--- config.mk ---
export PLATFORM = sky130hd
export DESIGN_NAME = ctrl_pipe
export DESIGN_NICKNAME = d
export VERILOG_FILES = /design/src/rtl/ctrl_pipe.sv
export SDC_FILE = /design/constraint.sdc
export NUM_CORES = 1
export LEC_CHECK = 0
export ABC_CLOCK_PERIOD_IN_PS = 4750
export CORE_UTILIZATION = 26
export DETAILED_ROUTE_END_ITERATION = 10
export MAX_ROUTING_LAYER = met4
export REMOVE_ABC_BUFFERS = 1
export SETUP_SLACK_MARGIN = 0.2
export SLEW_MARGIN = 30
export SYNTH_ARGS = -nofsm -noshare
export SYNTH_HDL_FRONTEND = slang
export SYNTH_SLANG_ARGS = --single-unit
--- constraint.sdc ---
create_clock -name clk_i -period 4.75 [get_ports clk_i]
set_input_delay 0.7125 -clock clk_i [delete_from_list [all_inputs] [get_ports clk_i]]
set_output_delay 0.7125 -clock clk_i [all_outputs]
set_load 0.01 [all_outputs]
--- src/rtl/ctrl_pipe.sv ---
// ctrl_pipe: control-path pipeline of the 5-stage RISC-V core.
//
// Carries the decoded control bundle from ID through the ID->EX, EX->MEM and
// MEM->WB registers, detects load-use hazards (one bubble into EX while PC and
// IF/ID are frozen), freezes the whole back end during multi-cycle data-memory
// accesses, and counts issue cycles lost to either kind of stall.
//
// Parameters
//   CNT_W           width of the saturating stall-cycle counter
// Ports
//   clk_i           core clock, rising edge
//   rst_i           asynchronous reset, active low
//   RegWrite_i ..   ID-stage decoded control (RegWrite, MemtoReg, MemRead,
//   ALUOp_i         MemWrite, ALUSrc, ALUOp)
//   RS1addr_i       ID-stage source register 1
//   RS2addr_i       ID-stage source register 2
//   RDaddr_i        ID-stage destination register
//   MemStall_i      data memory busy; freeze back end this cycle
//   NoOp_o          to decoder: force zero controls (bubble)
//   PCWrite_o       PC update enable
//   Stall_o         IF/ID hold
//   EX_*_o          EX-stage ALUOp, ALUSrc, rd
//   MEM_*_o         MEM-stage MemRead, MemWrite, RegWrite, rd
//   WB_*_o          WB-stage RegWrite, MemtoReg, rd
//   StallCnt_o      cycles with PCWrite_o=0, saturating at all-ones
module ctrl_pipe #(
  parameter int unsigned CNT_W = 32
) (
  input  logic             clk_i,
  input  logic             rst_i,
  input  logic             RegWrite_i,
  input  logic             MemtoReg_i,
  input  logic             MemRead_i,
  input  logic             MemWrite_i,
  input  logic             ALUSrc_i,
  input  logic [1:0]       ALUOp_i,
  input  logic [4:0]       RS1addr_i,
  input  logic [4:0]       RS2addr_i,
  input  logic [4:0]       RDaddr_i,
  input  logic             MemStall_i,
  output logic             NoOp_o,
  output logic             PCWrite_o,
  output logic             Stall_o,
  output logic [1:0]       EX_ALUOp_o,
  output logic             EX_ALUSrc_o,
  output logic [4:0]       EX_RDaddr_o,
  output logic             MEM_MemRead_o,
  output logic             MEM_MemWrite_o,
  output logic             MEM_RegWrite_o,
  output logic [4:0]       MEM_RDaddr_o,
  output logic             WB_RegWrite_o,
  output logic             WB_MemtoReg_o,
  output logic [4:0]       WB_RDaddr_o,
  output logic [CNT_W-1:0] StallCnt_o
);

  typedef struct packed {
    logic       regWrite;
    logic       memtoReg;
    logic       memRead;
    logic       memWrite;
    logic       aluSrc;
    logic [1:0] aluOp;
    logic [4:0] rd;
  } exBundle_t;

  typedef struct packed {
    logic       regWrite;
    logic       memtoReg;
    logic       memRead;
    logic       memWrite;
    logic [4:0] rd;
  } memBundle_t;

  typedef struct packed {
    logic       regWrite;
    logic       memtoReg;
    logic [4:0] rd;
  } wbBundle_t;

  exBundle_t  idBundle;
  exBundle_t  exQ, exD;
  memBundle_t memQ, memD;
  wbBundle_t  wbQ, wbD;

  logic             memStall;
  logic             hazard;
  logic             advance;
  logic             bubble;
  logic [CNT_W-1:0] stallCntQ, stallCntD;

  localparam logic [CNT_W-1:0] CntMax = {CNT_W{1'b1}};

  assign idBundle = '{
    regWrite: RegWrite_i,
    memtoReg: MemtoReg_i,
    memRead:  MemRead_i,
    memWrite: MemWrite_i,
    aluSrc:   ALUSrc_i,
    aluOp:    ALUOp_i,
    rd:       RDaddr_i
  };

  // Masked by reset so the control outputs read "running, empty pipe" while
  // rst_i is low, whatever MemStall_i does.
  assign memStall = MemStall_i & rst_i;

  // x0 is never a real destination, so a load to x0 cannot create a hazard.
  // The bubble carries MemRead=0, which bounds a hazard to one cycle per load.
  assign hazard = exQ.memRead & (exQ.rd != 5'd0) &
                  ((exQ.rd == RS1addr_i) | (exQ.rd == RS2addr_i));

  // Memory stall outranks the load-use hazard; the hazard is simply
  // re-evaluated once the memory releases the pipeline.
  always_comb begin
    advance   = 1'b1;
    bubble    = 1'b0;
    PCWrite_o = 1'b1;
    Stall_o   = 1'b0;
    NoOp_o    = 1'b0;
    if (memStall) begin
      advance   = 1'b0;
      PCWrite_o = 1'b0;
      Stall_o   = 1'b1;
    end else if (hazard) begin
      bubble    = 1'b1;
      NoOp_o    = 1'b1;
      PCWrite_o = 1'b0;
      Stall_o   = 1'b1;
    end
  end

  always_comb begin
    exD  = exQ;
    memD = memQ;
    wbD  = wbQ;
    if (advance) begin
      exD  = bubble ? '0 : idBundle;
      memD = '{
        regWrite: exQ.regWrite,
        memtoReg: exQ.memtoReg,
        memRead:  exQ.memRead,
        memWrite: exQ.memWrite,
        rd:       exQ.rd
      };
      wbD  = '{
        regWrite: memQ.regWrite,
        memtoReg: memQ.memtoReg,
        rd:       memQ.rd
      };
    end
  end

  always_comb begin
    stallCntD = stallCntQ;
    if (!PCWrite_o && (stallCntQ != CntMax)) begin
      stallCntD = stallCntQ + CNT_W'(1);
    end
  end

  always_ff @(posedge clk_i or negedge rst_i) begin
    if (!rst_i) begin
      exQ       <= '0;
      memQ      <= '0;
      wbQ       <= '0;
      stallCntQ <= '0;
    end else begin
      exQ       <= exD;
      memQ      <= memD;
      wbQ       <= wbD;
      stallCntQ <= stallCntD;
    end
  end

  assign EX_ALUOp_o     = exQ.aluOp;
  assign EX_ALUSrc_o    = exQ.aluSrc;
  assign EX_RDaddr_o    = exQ.rd;
  assign MEM_MemRead_o  = memQ.memRead;
  assign MEM_MemWrite_o = memQ.memWrite;
  assign MEM_RegWrite_o = memQ.regWrite;
  assign MEM_RDaddr_o   = memQ.rd;
  assign WB_RegWrite_o  = wbQ.regWrite;
  assign WB_MemtoReg_o  = wbQ.memtoReg;
  assign WB_RDaddr_o    = wbQ.rd;
  assign StallCnt_o     = stallCntQ;

endmodule

; Word level (Yosys, flattened, before mapping)
; Cells that the tools add are included.
[classes]
add_sub_neg = 1
n_eq_ne = 3
mux = 6
bitwise = 4
n_reduce_logical = 3
[ops]
columns = op, n
row1 = "adder 32 x 1 -> 32 bit, second input constant", 1
row2 = "!= test 32 bit, second input constant", 1
row3 = 2-to-1 mux 12 bit, 1
row4 = == test 5 bit, 2
row5 = 2-to-1 mux 1 bit, 5
row6 = nonzero test 5 bit, 1
row7 = AND 1 bit, 3
row8 = logical AND 1 bit, 1
row9 = logical NOT 1 bit, 1
row10 = bitwise OR 1 bit, 1
[word_totals]
regBits = 60
inputBits = 25
elab_cells = 33

; Longest topological paths before layout
; Gate-level depths: netlist of run 1.
[logic_depth]
ltp_word = 7
ltp_mapped = 11
mapped_depth_nobuf = 8

; Least setup slack after synthesis of run 1
; Ideal clock, no wire load.
[synth_path]
path_type = reg2out
startpoint = register exQ (netlist bit EX_RDaddr_o[1])
endpoint = output PCWrite_o
arrival_ns = 1.764
required_ns = 4.038
setup_slack_ns = 2.274
path_stages_with_launch = 9
cell_sequence = dfrtp_1 > or4_1 > o21a_1 > nand2_1 > nand2_1 > inv_1 > buf_6 > buf_6 > buf_6
[synth_via]
elab_chain_cells = 5
[synth_lines]
columns = element, line
row1 = start: declaration, 82  ; exBundle_t exQ, exD;
row2 = start signal: assignment, 163  ; exQ <= '0;
row3 = start signal: assignment, 168  ; exQ <= exD;
row4 = == test 5 bit or nonzero test 5 bit (tied branches), "111, 110"
row5 = bitwise OR 1 bit or AND 1 bit (tied branches), "111, 110"
row6 = AND 1 bit (*), 110  ; assign hazard = exQ.memRead & (exQ.rd != 5'd0) &
row7 = 2-to-1 mux 1 bit (*), 125  ; end else if (hazard) begin
row8 = 2-to-1 mux 1 bit (*), 121  ; if (memStall) begin
row9 = end: declaration, 42  ; output logic PCWrite_o,
; Mark *: on every way between the ends. The rest lies on a longest branch, timed or not.

; Worst setup path after layout of run 1
[layout_path]
startpoint = input MemStall_i
endpoint = output PCWrite_o
[layout_via]
elab_chain_cells = 2
[layout_lines]
columns = element, line
row1 = start: declaration, 40  ; input logic MemStall_i,
row2 = AND 1 bit, 106  ; assign memStall = MemStall_i & rst_i;
row3 = 2-to-1 mux 1 bit, 121
; Every way passes these cells.

==> results of run 1 <==
==> flip-flops by register name, summed over array words and instances, names as in the netlist, 2 cells and up <==
signal,count
EX_RDaddr_o,5
WB_RDaddr_o,5
StallCnt_o,32
MEM_RDaddr_o,5
exQ,4
EX_ALUOp_o,2
==> metal layers <==
layer	up-vias	GRT usage, %
li1	1115	-
met1	1118	16.7
met2	79	21.2
met3	14	3.93
met4	0	5.97
met5	-	-
==> area by class of cell <==
type / count / share of cell area (%)
Clock buffer: 11 / 3.33
Tap cell: 140 / 4.44
Sequential cell: 60 / 38.1
Multi-Input combinational cell: 200 / 31.4
Timing Repair Buffer: 85 / 21.3
Clock inverter: 5 / 1.33
Inverter: 2 / 0.190
==> cell usage after synthesis, types with 2 or more instances <==
library cell / instances
nand2_1: 66
dfrtp_1: 60
xor2_1: 23
xnor2_1: 17
buf_4: 13
a22o_1: 12
nand3_1: 11
nor3_1: 11
nand4_1: 9
nor4_1: 8
nor2_1: 7
clkbuf_1: 6
buf_6: 4
and3_1: 3
or2_2: 3
or3_1: 3
or4_1: 3
and4_1: 2
inv_1: 2
nand2b_1: 2
or4_4: 2
==> power breakdown <==
part	internal (uW)	switching [uW]	leakage (uW)
logic	170	128	0.000858
clock network	240	210	0.0000931
registers	571	75.8	0.000756
total	982	414	0.00171
==> critical path: cells and delay by family <==
kind                   cells  cell delay, ns
buffers and inverters      3            1.15
AND/OR/NAND/NOR            2            0.67
==> worst max-delay path by stage <==
stage / startpoint / end
after global placement: MemStall_i / PCWrite_o
after CTS: MemStall_i / PCWrite_o
after global routing: MemStall_i / PCWrite_o
final: MemStall_i / PCWrite_o
after detailed placement: MemStall_i / PCWrite_o
after floorplan: EX_RDaddr_o[1]$_DFFE_PN0N_ / PCWrite_o
==> logic make-up after synthesis <==
logic type	Yosys count	share of synthesized area, %
simple gates	138	23.9
flops	60	51.6
xor+xnor	40	12.0
buf+inv	25	5.93
compound gates	19	5.41
mux	2	0.773
fa+ha+maj	1	0.430
==> metrics by stage <==
step,area (sq um),hold slack [ns]
after floorplan,2750,0.417
after global placement,3760,0.451
after detailed placement,3760,0.456
after CTS,3940,0.474
after global routing,3940,0.498
final,3940,0.470
==> out/results.ini, run 1 <==
[power]
powerDensity_nw_per_um2 = 354
p_leak_uw = 0.00171
ir_worst_vdd_v = 0.000236
p_total_uw = 1400

[floorplanning]
start_util_pct = 26.7
die_y_um = 108
core_sq_um = 10900
die_w_um = 108
ios = 83
die_area_sq_um = 11600
std_cell_rows = 38

[cells_and_area]
num-fill-cells = 1112
regArea_sq_um = 1500
multiInputGateArea_sq_um = 1240
layout_common_cells = clkdlybuf4s50_1 (81), nand2_1 (66), dfrtp_1 (60), xor2_1 (23), xnor2_1 (17)
fin_nets = 384
areaGrowthSynthToFinish_pct = 35.5
final_layout_size_suffix_gt1_share_pct = 7.99
n_antenna_cell = 0
stdcell_count = 503
final_common_cell = clkdlybuf4s50_1
utilization_pct = 36.2

[grt]
grt_usage_pct = 13.7
overflow = 0
grt_pass1_vias = 2328
antenna_found_initial = 0
grt_pass1_wl_mm = 11.7
grt_max_degree = 61

[yosys]
ys_ff_latch = 60
yosysWarnings = 0
synth_edf_count = 0
yosysSeqAreaShare_pct = 51.6
yosysUniqueCellTypes = 39
synthCells = 285
syn_avg_cell_area_sq_um = 10.2
syn_area_sq_um = 2910
synth_top_area_share_pct = 51.6
synth_area_leaders = dfrtp_1 (52%), nand2_1 (8.5%), xor2_1 (6.9%), xnor2_1 (5.1%), a22o_1 (3.6%)
async_reset_ff_share_pct = 100
yosysTopAreaCell = dfrtp_1
ys.flop_type = dfrtp_1

[clocking]
cts_tree = done
insertion_delay_ns = 0.34
cts.clk_slew.worst_paths_ns = 0.07
numCtsBuffers = 9
cts-resized-gates = 0
cts.sinks = 60
root_buffer = clkbuf_8
post_cts_buffers = 0
cts-htree-levels = 3
cts_hold_buf = 0
cts_buffer_depth = 2

[timing]
final_max_slew_viol_count = 0
worstMarginPinSlew_ns = 0.772
setup_viol = 0
fin_worst_skew_ns = 0.00873
finalWorstSetupSlack_ns = 1.51
finalHoldViolations = 0
layout_min_cycle_time_ns = 3.24
max_freq_mhz = 309
slew_headroom_pct = 48.5
fin_crit_sh_pct = 68.2
rsz0062_at_grt = false
tns_ns = 0

[setup_path]
crit_chain = clkdlybuf4s50_1 > nand2_1 > nand2_1 > inv_1 > clkdlybuf4s50_1
worst_path_max_delay_cell = clkdlybuf4s50_1
required_ns = 4.04
reg2reg_slack_ns = 2.16
reg2reg_depth = 8
r2r_start = EX_RDaddr_o[1]$_DFFE_PN0N_
cp_max_fo = 19
arrival_ns = 2.53
slowest_delay_ns = 0.56
r2r-end = StallCnt_o[1]$_DFFE_PN0P_
crit_path_end_kind = primary output
critPathKind = in2out
start_kind = primary input

[place]
routabilityCongestion = 0.755
numPlacedInstances = 487
dp_slack_ns = 1.46
hpwl_mm = 5.01
portBuffers = 82

[route]
wl_met1_mm = 3.24
vias = 2326
highest_layer = met4
dr.pass1.iters = 4
routed_wirelength_mm = 7.15
drt_iter0_drc = 88
met2RoutedLength_mm = 3.38
routedWlPerCell_um = 14.2
ant_nets = 0
met3_wirelength_um = 423
vias_per_cell = 4.62
drc = 0

[flow_run]
cap_violations = 0

[worst_hold_path]
hp-class = reg2reg
worstHoldStart = memQ[7]$_DFFE_PN0N_
min_delay_path_depth = 2
min_to = memQ[7]$_DFFE_PN0N_

[status]
status = finished clean

Power figures use the tool's default switching activity.
==> run 2: changes to the inputs <==
--- a/config.mk
+++ b/config.mk
@@ -5,7 +5,7 @@
 export SDC_FILE = /design/constraint.sdc
 export NUM_CORES = 1
 export LEC_CHECK = 0
-export ABC_CLOCK_PERIOD_IN_PS = 4750
+export ABC_CLOCK_PERIOD_IN_PS = 3000
 export CORE_UTILIZATION = 26
 export DETAILED_ROUTE_END_ITERATION = 10
 export MAX_ROUTING_LAYER = met4
==> constraint.sdc (replaced) <==
create_clock -name clk_i -period 3 [get_ports clk_i]
set_input_delay 0.45 -clock clk_i [delete_from_list [all_inputs] [get_ports clk_i]]
set_output_delay 0.45 -clock clk_i [all_outputs]
set_load 0.01 [all_outputs]
==> run 2 against run 1 <==
  * Worst hold slack lost 0.42 ns
  * Core utilization rose by 0.26 points
  * Sequential power is 58% higher
  * Clock power grew 57%
  * First-iteration DRC count fell by 30%
  * Die area unchanged
  * Worst setup slack got worse by 1.1 ns
  * Total power rose by 59%
  * Cell area is 0.73% higher
  * Sequential cell count unchanged
  * Clock skew rose by 0.0042 ns
  * Critical endpoint is now Stall_o
  * Highest routed layer unchanged
==> out/results.ini, run 2 (same netlist as run 1, synthesis figures left out) <==
[status]
status = finished clean

[timing]
slew_headroom_pct = 61.3
fin_crit_sh_pct = 87.8
tns_ns = 0
max_freq_mhz = 380
worstMarginPinSlew_ns = 0.581
layout_min_cycle_time_ns = 2.63
rsz0062_at_grt = false
finalHoldViolations = 0
fin_worst_skew_ns = 0.0130
setup_viol = 0
final_max_slew_viol_count = 0

[power]
pwr-share-clk_pct = 31.9
comb_power_share_pct = 21.8
seqPwrFrac_pct = 46.2
p_int_uw = 1560
p_switching_uw = 656
p_leak_uw = 0.00173
powerDensity_nw_per_um2 = 558
swShare_pct = 29.6
ir_worst_vdd_v = 0.000286

[route]
routed_wirelength_mm = 7.28
vias = 2360
dr.pass1.iters = 4
drt_iter0_drc = 62
ant_nets = 0
drc = 0
routedWlPerCell_um = 14.4
vias_per_cell = 4.65

[place]
hpwl_mm = 5.12
routabilityCongestion = 0.752
portBuffers = 82
place_area_sq_um = 3790

[cells_and_area]
final_common_cell = clkdlybuf4s50_1
layout_common_cells = clkdlybuf4s50_1 (80), nand2_1 (66), dfrtp_1 (60), xor2_1 (23), xnor2_1 (17)
final_layout_size_suffix_gt1_share_pct = 8.99
largest_reg_flops = 32
multiInputGateArea_sq_um = 1240
areaGrowthSynthToFinish_pct = 36.4
n_antenna_cell = 0
fin_area_sq_um = 3970
regArea_sq_um = 1500
fin_nets = 388
num-fill-cells = 1092

[clocking]
post_cts_buffers = 0
root_buffer = clkbuf_8
cts_buffer_depth = 2
cts-htree-levels = 3
cts.sinks = 60
cts.clk_slew.worst_paths_ns = 0.07
numCtsBuffers = 9
insertion_delay_ns = 0.33
cts_tree = done

[setup_path]
cp_max_fo = 6
crit_path_end_kind = primary output
critPathKind = reg2out
required_ns = 2.55
cp-startpoint = EX_RDaddr_o[2]$_DFFE_PN0N_
slowest_delay_ns = 0.55
arrival_ns = 2.18
cp_common_cell = nand2_1
cp_num_buf_inv = 1
worst_path_max_delay_cell = or4_1
crit_cells = 5
r2r-end = StallCnt_o[1]$_DFFE_PN0P_
reg2reg_depth = 8
path_delay_family = simple AND/OR/NAND/NOR gates
reg2reg_slack_ns = 0.61
crit_chain = or4_1 > o21a_1 > nand2_1 > nand2_1 > clkdlybuf4s50_1
endpoint = Stall_o
start_kind = flip-flop
r2r_start = EX_RDaddr_o[2]$_DFFE_PN0N_

[floorplanning]
die_y_um = 108
ios = 83
die_w_um = 108
die_area_sq_um = 11600
std_cell_rows = 38
start_util_pct = 26.7
core_sq_um = 10900

[grt]
grt_max_degree = 45
overflow = 0
antenna_found_initial = 0
grt_pass1_wl_mm = 11.9
grt_pass1_vias = 2345
grt_usage_pct = 13.7

[worst_hold_path]
hp-class = in2async

[flow_run]
cap_violations = 0

## run 2: changes by cell type in the layout (fill, tap and decap cells not counted)
cell | before | now
buf_4 | 3 | 7
clkdlybuf4s50_1 | 81 | 80
dlygate4sd2_1 | 0 | 1
## run 2: power groups by stage
| stage | registers [uW] | logic [uW] | clock network, uW |
|---|---|---|---|
| 3_3_place_gp | 1030 | 479 | 0 |
| 2_1_floorplan | 1060 | 159 | 0 |
| 3_5_place_dp | 1040 | 487 | 0 |
| 4_1_cts | 1020 | 490 | 733 |
| 5_1_grt | 1040 | 527 | 770 |
| 6_report | 1020 | 484 | 708 |
## run 2: routing by layer
layer | global-route usage, % | share of wire [%] | up-vias
met1 | 17.5 | 46 | 1143
met4 | 4.60 | 0.70 | 0
li1 | - | - | 1125
met5 | - | 0 | -
met2 | 21.2 | 47 | 86
met3 | 3.21 | 5.4 | 6
## run 2: layout make-up
| class | instances | share of cell area, % |
|---|---|---|
| Sequential cell | 60 | 37.8 |
| Timing Repair Buffer | 89 | 21.8 |
| Clock inverter | 5 | 1.32 |
| Multi-Input combinational cell | 200 | 31.1 |
| Tap cell | 140 | 4.41 |
| Clock buffer | 11 | 3.31 |
| Inverter | 2 | 0.189 |
## run 2: worst min path at each step
stage / endpoint / cells after the start
after CTS: EX_RDaddr_o[2]$_DFFE_PN0N_ / 1
after global placement: EX_RDaddr_o[2]$_DFFE_PN0N_ / 1
after detailed placement: EX_RDaddr_o[2]$_DFFE_PN0N_ / 1
after floorplan: EX_ALUOp_o[0]$_DFFE_PN0N_ / 0
final: EX_RDaddr_o[2]$_DFFE_PN0N_ / 1
after global routing: WB_RDaddr_o[2]$_DFFE_PN0N_ / 1
## run 2: what timing repair did
item | in CTS | in global routing
hold buffers | 0 | 0
gates resized for setup | 1 | 0
hold endpoints to repair | 0 | 0
endpoints found under the setup margin | 1 | 0
## run 2: through the flow
| step | utilization [%] | hold WS (ns) | total power [uW] | std cells | setup slack, ns |
|---|---|---|---|---|---|
| floorplan | - | 0.154 | 1220 | 262 | 0.332 |
| global placement | 34.8 | 0.413 | 1510 | 491 | 0.365 |
| detailed placement | 34.8 | 0.415 | 1520 | 491 | 0.330 |
| CTS | 36.5 | 0.0451 | 2250 | 507 | 0.336 |
| global route | 36.5 | 0.0506 | 2340 | 507 | 0.252 |
| finish | 36.5 | 0.0473 | 2210 | 507 | 0.367 |
